## src/rtl/alu_pkg.sv

```systemverilog
// Shared definitions for the multicycle ALU: funct codes, FSM states and
// small decode helpers.
package alu_pkg;

  localparam logic [5:0] ALU_ADD   = 6'd32;
  localparam logic [5:0] ALU_SUB   = 6'd34;
  localparam logic [5:0] ALU_AND   = 6'd36;
  localparam logic [5:0] ALU_OR    = 6'd37;
  localparam logic [5:0] ALU_SLT   = 6'd42;
  localparam logic [5:0] ALU_MULTU = 6'd25;
  localparam logic [5:0] ALU_DIVU  = 6'd27;

  typedef enum logic [1:0] {
    ST_IDLE = 2'd0,
    ST_MUL  = 2'd1,
    ST_DIV  = 2'd2,
    ST_DONE = 2'd3
  } state_t;

  function automatic logic is_muldiv(input logic [5:0] funct);
    return (funct == ALU_MULTU) || (funct == ALU_DIVU);
  endfunction

endpackage

```

## src/rtl/muldiv_iter.sv

```systemverilog
// Iterative engine for unsigned shift-add multiply and restoring divide,
// one result bit per clock.
module muldiv_iter
  import alu_pkg::*;
#(
  parameter int WIDTH = 32
) (
  input  logic             clk,
  input  logic             rst,
  input  logic             start,
  input  logic             is_div,
  input  logic [WIDTH-1:0] a,
  input  logic [WIDTH-1:0] b,
  output logic             busy,
  output logic             done,
  output logic [WIDTH-1:0] hi,
  output logic [WIDTH-1:0] lo
);

  localparam int CNT_W = $clog2(WIDTH) + 1;

  logic [CNT_W-1:0] cnt_r;
  logic             busy_r;
  logic             div_r;
  logic [WIDTH-1:0] m_r;
  logic [WIDTH-1:0] hi_r;
  logic [WIDTH-1:0] lo_r;

  logic [WIDTH:0]   mul_sum_s;
  logic [WIDTH:0]   div_shift_s;
  logic             div_ge_s;
  logic [WIDTH-1:0] div_diff_s;
  logic [WIDTH-1:0] hi_next_s;
  logic [WIDTH-1:0] lo_next_s;

  // One iteration step: m_r is the multiplicand or the divisor, lo_r holds
  // multiplier bits or dividend bits shifting out as result bits shift in.
  always_comb begin
    mul_sum_s   = {1'b0, hi_r} + (lo_r[0] ? {1'b0, m_r} : {(WIDTH+1){1'b0}});
    div_shift_s = {hi_r, lo_r[WIDTH-1]};
    div_ge_s    = (div_shift_s >= {1'b0, m_r});
    // When the trial subtraction succeeds the true difference is below m_r.
    div_diff_s  = div_shift_s[WIDTH-1:0] - m_r;
    if (div_r) begin
      if (div_ge_s) begin
        hi_next_s = div_diff_s;
        lo_next_s = {lo_r[WIDTH-2:0], 1'b1};
      end else begin
        hi_next_s = div_shift_s[WIDTH-1:0];
        lo_next_s = {lo_r[WIDTH-2:0], 1'b0};
      end
    end else begin
      hi_next_s = mul_sum_s[WIDTH:1];
      lo_next_s = {mul_sum_s[0], lo_r[WIDTH-1:1]};
    end
  end

  // Operand load on start, then WIDTH iterations while the counter runs down.
  always_ff @(posedge clk) begin
    if (rst) begin
      cnt_r  <= {CNT_W{1'b0}};
      busy_r <= 1'b0;
      div_r  <= 1'b0;
      m_r    <= {WIDTH{1'b0}};
      hi_r   <= {WIDTH{1'b0}};
      lo_r   <= {WIDTH{1'b0}};
    end else if (start) begin
      cnt_r  <= CNT_W'(WIDTH);
      busy_r <= 1'b1;
      div_r  <= is_div;
      m_r    <= is_div ? b : a;
      lo_r   <= is_div ? a : b;
      hi_r   <= {WIDTH{1'b0}};
    end else if (busy_r) begin
      cnt_r  <= cnt_r - CNT_W'(1);
      busy_r <= (cnt_r != CNT_W'(1));
      hi_r   <= hi_next_s;
      lo_r   <= lo_next_s;
    end
  end

  // The final iteration's values are handed out on the edge the counter hits 0.
  assign busy = busy_r;
  assign done = busy_r && (cnt_r == CNT_W'(1));
  assign hi   = hi_next_s;
  assign lo   = lo_next_s;

endmodule

```

## src/rtl/multicycle_alu.sv

```systemverilog
// Registered ALU with single-cycle logic ops and iterative multu/divu,
// behind a valid/ready handshake on both sides.
module multicycle_alu
  import alu_pkg::*;
#(
  parameter int WIDTH = 32
) (
  input  logic             clk,
  input  logic             rst,
  input  logic             in_valid,
  output logic             in_ready,
  input  logic [5:0]       ctl,
  input  logic [WIDTH-1:0] a,
  input  logic [WIDTH-1:0] b,
  input  logic             cin,
  output logic             out_valid,
  input  logic             out_ready,
  output logic [WIDTH-1:0] result,
  output logic [WIDTH-1:0] hi,
  output logic [WIDTH-1:0] lo,
  output logic             carry,
  output logic             zero,
  output logic             err
);

  state_t           state_r;
  logic             out_valid_r;
  logic [WIDTH-1:0] result_r;
  logic [WIDTH-1:0] hi_r;
  logic [WIDTH-1:0] lo_r;
  logic             carry_r;
  logic             err_r;

  logic             accept_s;
  logic             md_start_s;
  logic             md_busy_s;
  logic             md_done_s;
  logic [WIDTH-1:0] md_hi_s;
  logic [WIDTH-1:0] md_lo_s;
  logic [WIDTH:0]   add_s;
  logic [WIDTH:0]   sub_s;
  logic             slt_s;
  logic [WIDTH-1:0] sc_result_s;
  logic             sc_carry_s;
  logic             sc_err_s;

  assign in_ready   = (state_r == ST_IDLE) && !rst;
  assign accept_s   = in_valid && in_ready;
  assign md_start_s = accept_s && is_muldiv(ctl);

  muldiv_iter #(.WIDTH(WIDTH)) u_muldiv (
    .clk    (clk),
    .rst    (rst),
    .start  (md_start_s),
    .is_div (ctl == ALU_DIVU),
    .a      (a),
    .b      (b),
    .busy   (md_busy_s),
    .done   (md_done_s),
    .hi     (md_hi_s),
    .lo     (md_lo_s)
  );

  // Single-cycle datapath, evaluated on the operands present at accept.
  always_comb begin
    add_s = {1'b0, a} + {1'b0, b} + {{WIDTH{1'b0}}, cin};
    sub_s = {1'b0, a} + {1'b0, ~b} + {{WIDTH{1'b0}}, 1'b1};
    // Overflow-corrected sign of a-b, so wrapped differences compare right.
    slt_s = sub_s[WIDTH-1] ^ ((a[WIDTH-1] ^ b[WIDTH-1]) & (sub_s[WIDTH-1] ^ a[WIDTH-1]));
    sc_result_s = {WIDTH{1'b0}};
    sc_carry_s  = 1'b0;
    sc_err_s    = 1'b0;
    case (ctl)
      ALU_ADD: begin
        sc_result_s = add_s[WIDTH-1:0];
        sc_carry_s  = add_s[WIDTH];
      end
      ALU_SUB: begin
        sc_result_s = sub_s[WIDTH-1:0];
        sc_carry_s  = sub_s[WIDTH];
      end
      ALU_AND:   sc_result_s = a & b;
      ALU_OR:    sc_result_s = a | b;
      ALU_SLT:   sc_result_s = {{(WIDTH-1){1'b0}}, slt_s};
      ALU_MULTU: sc_err_s    = 1'b0;
      ALU_DIVU:  sc_err_s    = 1'b0;
      default:   sc_err_s    = 1'b1;
    endcase
  end

  // Control FSM with all result outputs registered.
  always_ff @(posedge clk) begin
    if (rst) begin
      state_r     <= ST_IDLE;
      out_valid_r <= 1'b0;
      result_r    <= {WIDTH{1'b0}};
      hi_r        <= {WIDTH{1'b0}};
      lo_r        <= {WIDTH{1'b0}};
      carry_r     <= 1'b0;
      err_r       <= 1'b0;
    end else begin
      case (state_r)
        ST_IDLE: begin
          if (accept_s) begin
            if (ctl == ALU_MULTU) begin
              state_r <= ST_MUL;
            end else if (ctl == ALU_DIVU) begin
              state_r <= ST_DIV;
            end else begin
              state_r     <= ST_DONE;
              out_valid_r <= 1'b1;
              result_r    <= sc_result_s;
              carry_r     <= sc_carry_s;
              err_r       <= sc_err_s;
            end
          end
        end
        ST_MUL, ST_DIV: begin
          if (md_done_s) begin
            state_r     <= ST_DONE;
            out_valid_r <= 1'b1;
            result_r    <= md_lo_s;
            hi_r        <= md_hi_s;
            lo_r        <= md_lo_s;
            carry_r     <= 1'b0;
            err_r       <= 1'b0;
          end else if (!md_busy_s) begin
            // Engine lost its operation: recover to IDLE rather than hang.
            state_r <= ST_IDLE;
          end
        end
        ST_DONE: begin
          if (out_ready) begin
            state_r     <= ST_IDLE;
            out_valid_r <= 1'b0;
          end
        end
        default: begin
          state_r     <= ST_IDLE;
          out_valid_r <= 1'b0;
        end
      endcase
    end
  end

  assign out_valid = out_valid_r;
  assign result    = result_r;
  assign hi        = hi_r;
  assign lo        = lo_r;
  assign carry     = carry_r;
  assign err       = err_r;
  assign zero      = (result_r == {WIDTH{1'b0}});

endmodule

```

## config.mk

```make
export PLATFORM = sky130hd
export DESIGN_NAME = multicycle_alu
export DESIGN_NICKNAME = d
export VERILOG_FILES = /design/src/rtl/alu_pkg.sv /design/src/rtl/muldiv_iter.sv /design/src/rtl/multicycle_alu.sv
export SDC_FILE = /design/constraint.sdc
export NUM_CORES = 1
export LEC_CHECK = 0
export BUFFER_PORTS_ARGS = -buffer_cell sky130_fd_sc_hd__buf_2
export CAP_MARGIN = 40
export CELL_PAD_IN_SITES_DETAIL_PLACEMENT = 0
export CELL_PAD_IN_SITES_GLOBAL_PLACEMENT = 1
export CORE_MARGIN = 4
export CORE_UTILIZATION = 30
export CTS_CLUSTER_SIZE = 25
export DETAILED_ROUTE_END_ITERATION = 10
export PLACE_DENSITY = 0.7
export SYNTH_ARGS = -nofsm -noshare
export SYNTH_HDL_FRONTEND = slang
export SYNTH_SLANG_ARGS = --single-unit
```

## constraint.sdc

```tcl
create_clock -name clk -period 6.1 [get_ports clk]
set_clock_uncertainty 0.1 [all_clocks]
set_input_delay 0.61 -clock clk [delete_from_list [all_inputs] [get_ports clk]]
set_output_delay 0.61 -clock clk [all_outputs]
set_load 0.03 [all_outputs]
```

==> results.md <==
* Routed Antenna Nets at 0
* Most frequent cell after synthesis: nor2_1
* #FFs+latches synth at roughly 200
* DP HPWL at between 50000 and 60000 um
* Tightest Pin Transition at roughly 0.88 ns
* Gr ovfl total at 0
* Final Critical Period at approximately 4.5 ns
* Number of clock sinks at 205
* Cell Pwr Density at roughly 230 mW/mm2
* Commonest cells post-synth: nor2_1, a21oi_1, dfxtp_1, o21ai_0, nand2_1
* WHS Path Cells at 4
* Critical Path RT at around 6.5 ns
* Worst vdd ir at between 0.15 and 0.2 mV
* Comb pwr share at 37.0%
* Setup Fix Bufs, Post-CTS at 0
* Status: complete, no violations
* RSZ-0062 raised after global routing: no
* Post-synth ARST share at 0%
* Mapped Area at 0.0176 mm2
* CP Launch Type: input port
* Worst-case reg-to-reg path depth at 12
* Final TNS setup at 0 ns
* Top_reg_cell synth: dfxtp_1
* Placeable Area at 0.0578 mm2
* Clk slew on worst S/H paths at about 0.060 ns
* Final worst-path cycle share at ~75%
* Sequential-to-total area share from yosys stat at between 20% and 30%
* CTS Buffer Depth at 3
* H-tree depth at 1
* Min-Delay Startpoint: out_ready
* Share of cells above drive strength 1 at ~11%
* Die width at between 200 and 300 um
* Clock Power Share at a little under a third
* Post-synth top area cell: dfxtp_1
* Worst min-delay path category: input port to flop
* Worst Path Arrival at ~4.9 ns
* Residual DRC at 0
* Non-filler cells, final at 3247
* Internal reg-to-reg setup slack at 1.90 ns
* GRT Util Overall at about 21%
* Hold buffers post-CTS at 0
* Die span in y at about 250 um
* Critical path fanouts, max at 9
* IO Pins at 176
* Num CTS Buffers at 23
* Average wire per standard cell at between 20 and 25 um
* Synthesized instance count at between 2000 and 2500
* Fin nets at 2722
* Reg-to-Reg Start: u_muldiv.hi_r[9]$_SDFFE_PP0P_
* 1st-iter DRT viols at 1537
* Switching Share at approximately 40%
* Reg-to-reg critical path endpoint: hi[9]$_SDFFE_PP0P_
* Flop pwr share at roughly 32%
* Dominant cells by area after synthesis: dfxtp_1, ha_1, a21oi_1
* Hold EP: out_valid$_SDFFE_PP0P_
* Core Rows at 88
* Post-synthesis xor/xnor area fraction at 4.24%
* First-pass GRT wire length at approximately 100000 um
* Total Wirelength at ~69000 um
* I/O Buffers at about 180
* Gpl congestion at roughly 0.95
* P_sw at between 1500 and 2000 uW
* Complex-gate fraction of the synthesized area at about 30%
* CTS tree: built
* TritonRoute pass-1 iters at 5
* Worst slack at placement at between 1 and 1.5 ns
* Die ar. at around 0.063 mm2
* Max_slew headroom at between 40% and 50%
* Netlist cell types at 73
* Max cap viols at 0
* Area share of the largest cell type after synthesis at approximately a quarter
* Worst-Skew Late Latency at roughly 0.53 ns
* Simple logic cell fraction of the synthesized area at 19.9%
* Final Hold Fails at 0
* Vias/cell at between 5 and 6
* Largest family of logic cells by synthesized area: compound AO/OA/AOI/OAI gates
* Clock Root Buffer: clkbuf_16
* Synth Area in Adders at a little over an eighth
* Initial Util at 30.4%
* Largest net degree at the start of global routing at 100
* Int Power at between 2000 and 3000 uW
* Total power draw at 4610 uW
* Fmax achieved at 0.220 GHz
* Final setup fails at 0
* Mux contribution to synthesized area at around 3.3%
* Slew Viols, Final at 0
* Vias at between 15000 and 20000
* Vias in the first global route at around 17000
* Pleak at 0.00815 uW
* Final worst slack at 1.55 ns
* Post-Syn Nets at roughly 2600
* Ys Warns at 0
* Number of enable flip-flop cells after synthesis at 0
* Cells after DPL at between 3000 and 4000
* # resized after CTS at 0
* Avg Inst Size Synth at roughly 7.3 um2
* Critical path class: input port to flop
* Area grow syn2layout at 13.1%
* Initial antenna violation count at 5
* Setup crit end kind: flop
[cells by family after synthesis]
family	after synthesis
AOI/OAI and AO/OA	820
muxes	57
and+or+nand+nor	744
xor gates and xnor gates	85
DFF	205
adders and majority gates	181
buffers and inverters	301
[cell type report]
cell class / instances / area [um2]
Multi-Input combinational cell: 1887 / 12400
Antenna cell: 1 / 2.50
Tap cell: 765 / 957
Clock inverter: 11 / 118
Timing Repair Buffer: 205 / 1120
Sequential cell: 205 / 4110
Fill cell: 6217 / 37900
Clock buffer: 29 / 628
Inverter: 144 / 541
[layout by cell type (no fill, tap or decap), drive strengths merged, types with 34 or more instances in the layout]
cell type and count:
a211oi 102, a21o 42, a21oi 230, and2 36, buf 205, dfxtp 205
ha 175, inv 144, mux2i 56, nand2 197, nand2b 34, nand3 46
nor2 251, nor3 40, o211ai 48, o21ai 207, or3 44, xnor2 55
[per-stage QoR]
stage	hold WS, ns	area [um2]	utilization, %
6_report	0.342	19900	34.4
5_1_grt	0.371	19900	34.4
2_1_floorplan	0.362	17600	-
3_3_place_gp	0.344	19100	33.0
3_5_place_dp	0.353	19100	33.1
4_1_cts	0.326	19900	34.4
[state kept, by name, indices dropped and copies added (netlist names)]
name / cells
state_r: 2
u_muldiv.div_r: 1
result: 32
err: 1
u_muldiv.hi_r: 32
u_muldiv.lo_r: 32
carry: 1
lo: 32
hi: 32
u_muldiv.busy: 1
out_valid: 1
u_muldiv.m_r: 32
u_muldiv.cnt_r: 6
[worst max path at each step]
stage / endpoint / from
6_report: result[0]$_SDFFE_PP0P_ / b[6]
5_1_grt: result[0]$_SDFFE_PP0P_ / a[9]
4_1_cts: result[0]$_SDFFE_PP0P_ / b[6]
3_5_place_dp: result[0]$_SDFFE_PP0P_ / b[6]
3_3_place_gp: result[0]$_SDFFE_PP0P_ / a[9]
2_1_floorplan: result[31]$_SDFFE_PP0P_ / b[6]
[critical path, stage by stage]
cell and delay (ns):
buf_2 0.11, inv_1 0.07, ha_1 0.47, nor2b_1 0.11, or4_4 0.44, o21ai_2 0.22
o32ai_1 0.20, a311o_1 0.49, a221o_1 0.36, a221o_1 0.33, a21oi_1 0.17, o21bai_1 0.10
fa_1 0.47, a21oi_1 0.18, a22oi_1 0.08, o22ai_1 0.19, a221oi_1 0.10, nor3_1 0.18
[power by group through the flow]
stage | combinational, uW | clock, uW | sequential [uW]
floorplan | 1070 | 0 | 1560
global placement | 1680 | 0 | 1520
detailed placement | 1690 | 0 | 1520
CTS | 1690 | 1440 | 1490
global route | 1870 | 1500 | 1490
finish | 1710 | 1410 | 1490
[metal layers]
metal | up-vias | part of all wire, % | routed length (um) | GRT usage [%]
met5 | - | 0 | 0 | 0
li1 | 8759 | - | - | -
met3 | 85 | 5.7 | 3880 | 1.82
met2 | 616 | 44 | 29900 | 33.1
met4 | 0 | 2.8 | 1910 | 5.56
met1 | 8410 | 48 | 32800 | 30.2
No activity file was read; power rests on OpenSTA's default activity.
